`src/rtl/parking_gate_arbiter.sv`:
```
// Shares the lot's single barrier between entry and exit lanes; entry is refused when full.
// Grants appear 1 cycle after a request is seen in IDLE. The gate closes when the passage completes or times out.
module parking_gate_arbiter #(
    parameter int CAPACITY     = 10,
    parameter int OPEN_TIMEOUT = 50,
    parameter int CLOSE_CYCLES = 4
) (
    input  logic       clk,
    input  logic       reset,
    input  logic       entry_req,
    input  logic       exit_req,
    input  logic [3:0] count,
    input  logic       enter_done,
    input  logic       exit_done,
    output logic       gate_open,
    output logic       grant_in,
    output logic       grant_out,
    output logic       full,
    output logic       timeout_err
);

    localparam logic [1:0] S_IDLE  = 2'd0;
    localparam logic [1:0] S_GIN   = 2'd1;
    localparam logic [1:0] S_GOUT  = 2'd2;
    localparam logic [1:0] S_CLOSE = 2'd3;

    localparam logic [3:0] CAP4     = 4'(CAPACITY);
    localparam logic [7:0] TMO_LAST = 8'(OPEN_TIMEOUT - 1);
    localparam logic [7:0] CLS_LAST = 8'(CLOSE_CYCLES - 1);

    logic [1:0] state_q, state_d;
    logic [7:0] timer_q, timer_d;
    logic       last_out_q, last_out_d;
    logic       tmo_d;
    logic       gate_open_q, grant_in_q, grant_out_q, full_q, timeout_err_q;
    logic       elig_in, elig_out;

    assign elig_in  = entry_req && (count < CAP4);
    assign elig_out = exit_req && (count != 4'd0);

    always_comb begin
        state_d    = state_q;
        timer_d    = timer_q;
        last_out_d = last_out_q;
        tmo_d      = 1'b0;
        case (state_q)
            S_IDLE: begin
                timer_d = 8'd0;
                // On contention the lane that did not own the last grant wins.
                if (elig_in && (!elig_out || last_out_q)) begin
                    state_d    = S_GIN;
                    last_out_d = 1'b0;
                end else if (elig_out) begin
                    state_d    = S_GOUT;
                    last_out_d = 1'b1;
                end
            end
            S_GIN: begin
                if (enter_done) begin
                    state_d = S_CLOSE;
                    timer_d = 8'd0;
                end else if (timer_q == TMO_LAST) begin
                    state_d = S_CLOSE;
                    timer_d = 8'd0;
                    tmo_d   = 1'b1;
                end else begin
                    timer_d = timer_q + 8'd1;
                end
            end
            S_GOUT: begin
                if (exit_done) begin
                    state_d = S_CLOSE;
                    timer_d = 8'd0;
                end else if (timer_q == TMO_LAST) begin
                    state_d = S_CLOSE;
                    timer_d = 8'd0;
                    tmo_d   = 1'b1;
                end else begin
                    timer_d = timer_q + 8'd1;
                end
            end
            default: begin
                if (timer_q == CLS_LAST) begin
                    state_d = S_IDLE;
                    timer_d = 8'd0;
                end else begin
                    timer_d = timer_q + 8'd1;
                end
            end
        endcase
    end

    // Outputs are decoded from the next state so they line up with the state register.
    always_ff @(posedge clk or negedge reset) begin
        if (!reset) begin
            state_q       <= S_IDLE;
            timer_q       <= 8'd0;
            last_out_q    <= 1'b1;
            gate_open_q   <= 1'b0;
            grant_in_q    <= 1'b0;
            grant_out_q   <= 1'b0;
            full_q        <= 1'b0;
            timeout_err_q <= 1'b0;
        end else begin
            state_q       <= state_d;
            timer_q       <= timer_d;
            last_out_q    <= last_out_d;
            gate_open_q   <= (state_d == S_GIN) || (state_d == S_GOUT);
            grant_in_q    <= (state_d == S_GIN);
            grant_out_q   <= (state_d == S_GOUT);
            full_q        <= (count >= CAP4);
            timeout_err_q <= tmo_d;
        end
    end

    assign gate_open   = gate_open_q;
    assign grant_in    = grant_in_q;
    assign grant_out   = grant_out_q;
    assign full        = full_q;
    assign timeout_err = timeout_err_q;

endmodule

```
`config.mk`:
```
export PLATFORM = sky130hd
export DESIGN_NAME = parking_gate_arbiter
export DESIGN_NICKNAME = d
export VERILOG_FILES = /design/src/rtl/parking_gate_arbiter.sv
export SDC_FILE = /design/constraint.sdc
export NUM_CORES = 1
export LEC_CHECK = 0
export ABC_AREA = 0
export CAP_MARGIN = 5
export CORE_ASPECT_RATIO = 0.8
export CORE_MARGIN = 4
export CORE_UTILIZATION = 30
export CTS_CLUSTER_DIAMETER = 200
export DETAILED_ROUTE_END_ITERATION = 12
export PLACE_DENSITY = 0.46
export SYNTH_ARGS = -nofsm -noshare
export SYNTH_HDL_FRONTEND = slang
export SYNTH_SLANG_ARGS = --single-unit
export TNS_END_PERCENT = 20
```
`constraint.sdc`:
```
create_clock -name clk -period 2.75 [get_ports clk]
set_input_delay 0.275 -clock clk [delete_from_list [all_inputs] [get_ports clk]]
set_output_delay 0.275 -clock clk [all_outputs]
set_load 0.01 [all_outputs]
```
==> results of run 1 <==
[cell usage in the layout, fill, tap and decap left out, types with 2 or more instances in the layout]
cell type | Yosys | final
a21oi_1 | 2 | 2
inv_1 | 7 | 7
nand2b_1 | 2 | 2
nor2b_1 | 2 | 2
nand3_1 | 4 | 4
o21ai_0 | 4 | 4
dfrtp_1 | 15 | 15
nand2_1 | 5 | 5
nor2_1 | 12 | 12
xor2_1 | 3 | 3
clkbuf_8 | 0 | 4
ha_1 | 7 | 7
clkdlybuf4s50_1 | 0 | 14
and2_1 | 3 | 3
xnor2_1 | 3 | 3
[worst max-delay path by stage]
stage                     startpoint         to  slack, ns  depth (start not counted)
final                     timer_q[3]  gate_open       0.42                          6
after global routing      timer_q[3]  gate_open       0.28                          6
after detailed placement  timer_q[3]  gate_open       0.43                          6
after global placement    timer_q[3]  gate_open       0.50                          6
after floorplan           timer_q[3]  gate_open       0.54                          6
after CTS                 timer_q[3]  gate_open       0.40                          6
[per-layer routing]
metal | part of all wire | wire [um]
met4 | 0.0068 | 12
met5 | 0 | 0
met2 | 0.39 | 700
met1 | 0.55 | 976
met3 | 0.048 | 85
[registers in the layout (all words and copies together) (netlist names)]
register     count
gate_open        1
last_out_q       1
grant_out        1
timeout_err      1
full             1
state_q          2
timer_q          8
grant_in         1
[cell families after synthesis]
| group | count (synthesis) | synth area share |
|---|---|---|
| AOI/OAI and AO/OA | 16 | 0.139 |
| adders and majority gates | 7 | 0.0980 |
| and+or+nand+nor | 37 | 0.225 |
| buffers and inverters | 7 | 0.0294 |
| DFF | 16 | 0.450 |
| xor gates and xnor gates | 6 | 0.0588 |
[cell usage after synthesis, types with 2 or more instances]
| library cell | n | area (um^2) |
|---|---|---|
| xor2_1 | 3 | 26.3 |
| nor2_1 | 12 | 45.0 |
| o21ai_0 | 4 | 20.0 |
| and2_1 | 3 | 18.8 |
| nand3_1 | 4 | 20.0 |
| nand2_1 | 5 | 18.8 |
| ha_1 | 7 | 87.6 |
| xnor2_1 | 3 | 26.3 |
| nor2b_1 | 2 | 12.5 |
| dfrtp_1 | 15 | 375 |
| a21oi_1 | 2 | 10.0 |
| inv_1 | 7 | 26.3 |
| nand2b_1 | 2 | 12.5 |
[area by class of cell]
cell class / count / area [um^2]
multi-input cells: 66 / 465
flip-flops and latches: 16 / 402
repair buffers: 14 / 140
fillers: 291 / 1670
clock buffers: 4 / 55.1
well taps: 38 / 47.5
inverters: 7 / 26.3
[metrics by stage]
stage | setup slack (ns) | hold slack (ns) | utilization
3_3_place_gp | 0.498 | 0.509 | 0.385
3_5_place_dp | 0.431 | 0.510 | 0.385
4_1_cts | 0.404 | 0.493 | 0.405
2_1_floorplan | 0.539 | -0.0206 | -
6_report | 0.417 | 0.457 | 0.405
5_1_grt | 0.276 | 0.529 | 0.405
[power by group through the flow]
stage	Clock, uW	Combinational, uW	Sequential [uW]
6_report	204	442	357
5_1_grt	227	526	365
4_1_cts	213	456	357
3_5_place_dp	0	454	359
3_3_place_gp	0	453	362
2_1_floorplan	0	308	354
==> results.toml, run 1 <==
[route]
via_per_inst = 4.69
drtPass1Iterations = 4
wl_per_cell_um = 12.2
routed_wl_mm = 1.77
routed-via-count = 680
drtAntennaViolNets = 0
drc = 0
drtIter0Drc = 35

[critical_path]
slowest_stage = "or4_4"
crit_arrival_ns = 2.52
crit_required_ns = 2.94
r2r-start = "timer_q[3]"
reg2reg_to = "gate_open"
crit_buf_inv = 1
rrSetupSlack_ns = 0.42
worst_setup_path_end_kind = "flop"
path_cells = "or4_4 -> or4b_4 -> a32oi_1 -> and2_1 -> ha_1 -> inv_1"
start_kind = "flop"
ff2ff_path_depth = 6
cpPeakStageDelay_ns = 0.56
critPathTopFamily = "simple AND/OR/NAND/NOR gates"
crit_type = "flop to flop"
critPathMaxFanout = 4

[run]
cap_violations = 0

[synthesis]
ys_ff_latch = 16
async_flop_share = 1.00
postSynthCellCount = 89
synth_edf_count = 0
post_synth.cell_area_avg_um2 = 10.0
synth_ff_type = "dfrtp_1"
synth.yosys.seq_area_share = 0.450
synth_cell_types = 33
synth_nets = 106
ys_warn_count = 0
synthesis.area_um2 = 893

[timing]
fin_crit_ns = 2.33
fin_setup_tns_ns = 0
hold_viol = 0
maxSlewHeadroom = 0.524
finalSetupViolCount = 0
fin_worst_skew_ns = 0.00256
worstMarginPinSlew_ns = 0.712
rsz0062_at_grt = "false"
fmax_ghz = 0.429
drv_slew = 0
min_period_over_period = 0.848

[cts]
ctsHtreeMaxLevel = 1
clock-sinks = 16
cts.clk_slew.worst_paths_ns = 0.06
cts_tree = "yes"
hold_buffers = 0
cts_setup_buffers = 0
cts.repair.resized = 0
clk_latency_ns = 0.25
cts_root_buf = "clkbuf_8"
cts_inserted_buffers = 3
cts_buffer_depth = 2

[global_route]
groute.usage.overall = 0.104
globalRouteOverflowTotal = 0
antenna_found_initial = 0
busiest_layer = "met1"
use_met1 = 0.150
grt_pass1_wl_mm = 3.22
grt_max_degree = 17
grt_pass1_vias = 687
globalRouteMet3Util = 0.0447
grtUsageMet2 = 0.140

[floorplanning]
pin_count = 15
die_area_um2 = 3920
die_height_um = 56.8
die_w_um = 69.0
initial_core_util = 0.318
core_area_um2 = 2810
rows = 17

[pwr]
p_switching_uw = 367
internal-power_uw = 636
seqPwrFrac = 0.356
cellLeakagePower_uw = 0.000490
power.density_nw_per_um2 = 883
p_sw_frac = 0.366
power_uw = 1000
pwr-share-clk = 0.203
combinationalPowerShare = 0.441
vdd_drop_max_uv = 356

[status]
status = "finished, final reports clean"

[placed_design]
dp.cells = 141
place.gp.congestion = 0.704
io_buffers = 14
hpwl_mm = 1.37
dpl_cell_area_um2 = 1080

[layout]
n_antenna_cell = 0
syn_to_final_growth_pct = 27.2
num-nets-final = 125
final_layout_size_suffix_gt1_frac = 0.0935
finalInstanceArea_um2 = 1140
layout.cells.non_filler = 145

[min_path]
holdCritPathClass = "input pin to asynchronous set/reset pin"
Note: power is estimated with default switching activity, not from simulation.
==> run 2, diff against run 1 <==
PLACE_DENSITY = 0.48   (was 0.46)
clock period = 2.01 ns   (was 2.75 ns; I/O delays follow)
==> run 2 against run 1 <==
Effect of this change:
- the run now ends with setup timing left
- clock power rose by 19%
- sequential power up 28%
- wire length grew 4.7%
- first-iteration DRC count shrank 29%
- utilization up 5.0 points
- worst setup slack got worse by 0.55 ns
- clock skew increased by 0.0010 ns
- hold slack worse by 0.068 ns
- critical path depth is the same
- register-to-register slack got worse by 0.55 ns
- critical path type unchanged
- critical endpoint unchanged
- largest cell class unchanged
- largest power group unchanged
==> results.toml, run 2 (synthesized netlist as in run 1, its figures left out) <==
[timing]
finalSetupViolCount = 12
hold_viol = 0
worstMarginPinSlew_ns = 0.718
fin_worst_skew_ns = 0.00359
maxSlewHeadroom = 0.520
fin_crit_ns = 2.14
finalWorstSetupSlack_ns = -0.134
fin_setup_tns_ns = -0.522
min_period_over_period = 1.07
rsz0062_at_grt = "true"
fmax_ghz = 0.466
drv_slew = 0

[layout]
largest_reg_flops = 8
reg_top3 = "timer_q (8), state_q (2)"
final_cell_mix = "15 x dfrtp_1, 14 x clkdlybuf4s50_1, 14 x buf_4"
final_layout_size_suffix_gt1_frac = 0.262
n_antenna_cell = 0
num-nets-final = 140
syn_to_final_growth_pct = 43.0
fin_util = 0.455
regMostFlops = "timer_q"
final_common_cell = "dfrtp_1"
fillerInstances = 264

[cts]
cts.clk_slew.worst_paths_ns = 0.06
clock-sinks = 16
cts_inserted_buffers = 3
ctsHtreeMaxLevel = 1
cts_buffer_depth = 2
cts_tree = "yes"
clk_latency_ns = 0.24
cts_root_buf = "clkbuf_8"

[route]
drc = 0
wl_per_cell_um = 11.6
drtAntennaViolNets = 0
drtIter0Drc = 25
routed-via-count = 739
via_per_inst = 4.62
drtPass1Iterations = 4
routed_wl_mm = 1.86

[critical_path]
ff2ff_path_depth = 6
rrSetupSlack_ns = -0.13
reg2reg_to = "gate_open"
worst_setup_path_end_kind = "flop"
r2r-start = "timer_q[2]"
crit_arrival_ns = 2.29
crit_type = "flop to flop"
start_kind = "flop"
crit_path_start = "timer_q[2]"
crit_required_ns = 2.15
critPathMaxFanout = 3

[global_route]
groute.usage.overall = 0.109
grt_max_degree = 17
grt_pass1_wl_mm = 3.48
grt_pass1_vias = 781
globalRouteOverflowTotal = 0
antenna_found_initial = 0

[placed_design]
hpwl_mm = 1.51
io_buffers = 14
place.gp.congestion = 0.726

[floorplanning]
core_area_um2 = 2810
die_area_um2 = 3920
rows = 17
pin_count = 15
die_w_um = 69.0
initial_core_util = 0.318
die_height_um = 56.8

[pwr]
power.density_nw_per_um2 = 1280
seqPwrFrac = 0.280
internal-power_uw = 1060
combinationalPowerShare = 0.571
p_switching_uw = 578
p_sw_frac = 0.354
pwr-share-clk = 0.149
vdd_drop_max_uv = 616
cellLeakagePower_uw = 0.000565
power_uw = 1630

[status]
status = "finished, violations left"
violations = "setup timing"

[run]
cap_violations = 0

[min_path]
holdCritPathClass = "input pin to asynchronous set/reset pin"
-- run 2: per-stage QoR --
stage	instance area (um^2)	setup WS (ns)	std cells	hold WS (ns)
floorplan	901	-0.196	89	-0.0946
global placement	1190	-0.148	155	0.508
detailed placement	1190	-0.200	155	0.512
CTS	1270	-0.164	160	0.415
global route	1280	-0.195	160	0.446
finish	1280	-0.134	160	0.388
-- run 2: cell type report --
| type | instances | area, um^2 | area share |
|---|---|---|---|
| clock buffer | 4 | 45.0 | 0.0353 |
| inverter | 7 | 26.3 | 0.0206 |
| multi-input combinational | 66 | 500 | 0.392 |
| sequential | 16 | 402 | 0.314 |
| tap | 38 | 47.5 | 0.0372 |
| timing repair buffer | 29 | 256 | 0.201 |
-- run 2: worst max-delay path, stage by stage (launching register included) --
cell and delay [ns]:
dfrtp_1 0.38, or4_4 0.54, or4b_4 0.52, a21bo_1 0.19, and2_4 0.14, ha_4 0.25, inv_2 0.02
-- run 2: timing repair --
action | CTS | global route
hold buffers | 0 | 0
pin swaps | 12 | 2
gates resized for setup | 6 | 3
endpoints found under the setup margin | 13 | 13
buffers inserted | 1 | 1
-- run 2: layer usage --
metal	part of all wire	vias to the layer above	GRT usage
li1	-	375	-
met1	0.49	344	0.140
met2	0.45	18	0.171
met3	0.049	2	0.0429
met4	0.0065	0	0.0251
met5	0	-	0
-- run 2: worst max-delay path by stage --
stage	to	slack, ns	depth (start not counted)
4_1_cts	gate_open	-0.16	6
6_report	gate_open	-0.13	6
5_1_grt	gate_open	-0.19	6
3_3_place_gp	gate_open	-0.15	6
2_1_floorplan	gate_open	-0.20	6
3_5_place_dp	gate_open	-0.20	6
-- run 2: power groups by stage --
stage                     clock network (uW)  registers [uW]  logic [uW]
after global routing                     271             469        1050
after CTS                                255             459         920
after floorplan                            0             486         436
final                                    243             458         933
after detailed placement                   0             464         784
after global placement                     0             469         785
==> run 3, diff against run 2 <==
CORE_MARGIN = unset   (was 4)
==> run 3 against run 2 <==
Effect of this change:
- the run still ends with setup timing left
- count of clock-buffer cells in the layout did not move
- sequential share of layout area grew 0.41 points
- combinational power fell by 14%
- worst setup slack got worse by 0.040 ns
- die area is 18% lower
- global-route usage grew 2.9 points
- maximum frequency decreased by 1.8%
- critical path depth stayed put
- clock power is essentially flat
- final cell count increased by 0.63%
- largest power group unchanged
==> results.toml, run 3 (synthesized netlist as in run 1, its figures left out) <==
[status]
status = "finished, violations left"
violations = "setup timing"

[placed_design]
io_buffers = 14
hpwl_mm = 1.49
place.gp.congestion = 0.774
dpl_cell_area_um2 = 1190
dp.cells = 155

[critical_path]
start_kind = "flop"
path_cells = "or4_4 -> or4b_4 -> a21bo_1 -> and2_1 -> ha_1 -> inv_1"
ff2ff_path_depth = 6
critPathTopFamily = "simple AND/OR/NAND/NOR gates"
crit_buf_inv = 1
r2r-start = "timer_q[7]"
critPathMaxFanout = 3
crit_type = "flop to flop"
cpPeakStageDelay_ns = 0.53
reg2reg_to = "gate_open"
slowest_stage = "or4_4"
crit_arrival_ns = 2.32
rrSetupSlack_ns = -0.17
crit_required_ns = 2.14
worst_setup_path_end_kind = "flop"

[pwr]
internal-power_uw = 964
p_sw_frac = 0.359
p_switching_uw = 541
cellLeakagePower_uw = 0.000563
combinationalPowerShare = 0.532
seqPwrFrac = 0.307
vdd_drop_max_uv = 472
power_uw = 1500
power.density_nw_per_um2 = 1190
pwr-share-clk = 0.161

[cts]
hold_buffers = 0
clk_latency_ns = 0.25
clock-sinks = 16
ctsHtreeMaxLevel = 1
cts_buffer_depth = 2
cts_inserted_buffers = 3
cts_root_buf = "clkbuf_8"
cts_tree = "yes"
cts.clk_slew.worst_paths_ns = 0.06

[timing]
finalSetupViolCount = 11
rsz0062_at_grt = "true"
hold_viol = 0
worstMarginPinSlew_ns = 0.725
fin_crit_ns = 2.18
fmax_ghz = 0.458
finalWorstSetupSlack_ns = -0.174
drv_slew = 0
hold_ws_ns = 0.385
fin_worst_skew_ns = 0.00908
min_period_over_period = 1.09
maxSlewHeadroom = 0.515

[floorplanning]
rows = 17
die_area_um2 = 3200
die_w_um = 63.0
core_area_um2 = 2790
die_height_um = 50.8
initial_core_util = 0.321
pin_count = 15

[global_route]
groute.usage.overall = 0.138
grtUsageMet2 = 0.217
busiest_layer = "met2"
use_met1 = 0.184
antenna_found_initial = 0
grt_pass1_vias = 746
globalRouteMet3Util = 0.0491
globalRouteOverflowTotal = 0
grt_pass1_wl_mm = 3.38
grt_max_degree = 17

[layout]
finalInstanceArea_um2 = 1260
final_layout_size_suffix_gt1_frac = 0.228
largest_reg_flops = 8
layout.cells.non_filler = 161
regMostFlops = "timer_q"
final_common_cell = "buf_4"
num-nets-final = 141
fillerInstances = 287
multiInputGateArea_um2 = 480
final_cell_mix = "16 x buf_4, 15 x dfrtp_1, 14 x clkdlybuf4s50_1"
syn_to_final_growth_pct = 41.2
n_antenna_cell = 0
reg_top3 = "timer_q (8), state_q (2)"
seq_area_um2 = 402

[route]
drtIter0Drc = 22
drc = 0
via_per_inst = 4.52
drtPass1Iterations = 2
routed_wl_mm = 1.83
drtAntennaViolNets = 0
routed-via-count = 728
wl_per_cell_um = 11.4

[run]
cap_violations = 0

[min_path]
holdCritPathClass = "input pin to asynchronous set/reset pin"
## run 3: repair_timing
item,CTS,global route
gates resized for setup,0,2
buffers inserted,1,1
pin swaps,8,1
setup endpoints to repair,13,13
cloned,0,0
## run 3: area by class of cell
cell class                      instances  share of cell area
Multi-Input combinational cell         66               0.381
Sequential cell                        16               0.318
Timing Repair Buffer                   30               0.206
Tap cell                               38              0.0377
Clock buffer                            4              0.0357
Inverter                                7              0.0208
## run 3: power groups by stage
stage	clock network (uW)	logic (uW)	registers [uW]
6_report	242	801	462
5_1_grt	271	917	472
4_1_cts	251	795	461
3_5_place_dp	0	787	467
3_3_place_gp	0	779	469
2_1_floorplan	0	436	486
## run 3: layer usage
metal	vias up	share of wire
met5	-	0
met4	0	0.0049
li1	381	-
met2	8	0.43
met1	337	0.53
met3	2	0.036
## run 3: worst max path at each step
stage	from	end	slack, ns	cells after the start
after floorplan	timer_q[2]	gate_open	-0.20	6
after global placement	timer_q[7]	gate_open	-0.15	6
after detailed placement	timer_q[7]	gate_open	-0.20	6
after CTS	timer_q[7]	gate_open	-0.17	6
after global routing	timer_q[7]	gate_open	-0.25	6
final	timer_q[7]	gate_open	-0.17	6
## run 3: per-stage QoR
stage | setup slack, ns | TNS, ns | utilization
6_report | -0.174 | -0.751 | 0.453
3_5_place_dp | -0.197 | -1.10 | 0.428
3_3_place_gp | -0.145 | -0.913 | 0.428
2_1_floorplan | -0.196 | -0.275 | -
4_1_cts | -0.174 | -0.558 | 0.447
5_1_grt | -0.252 | -1.70 | 0.453
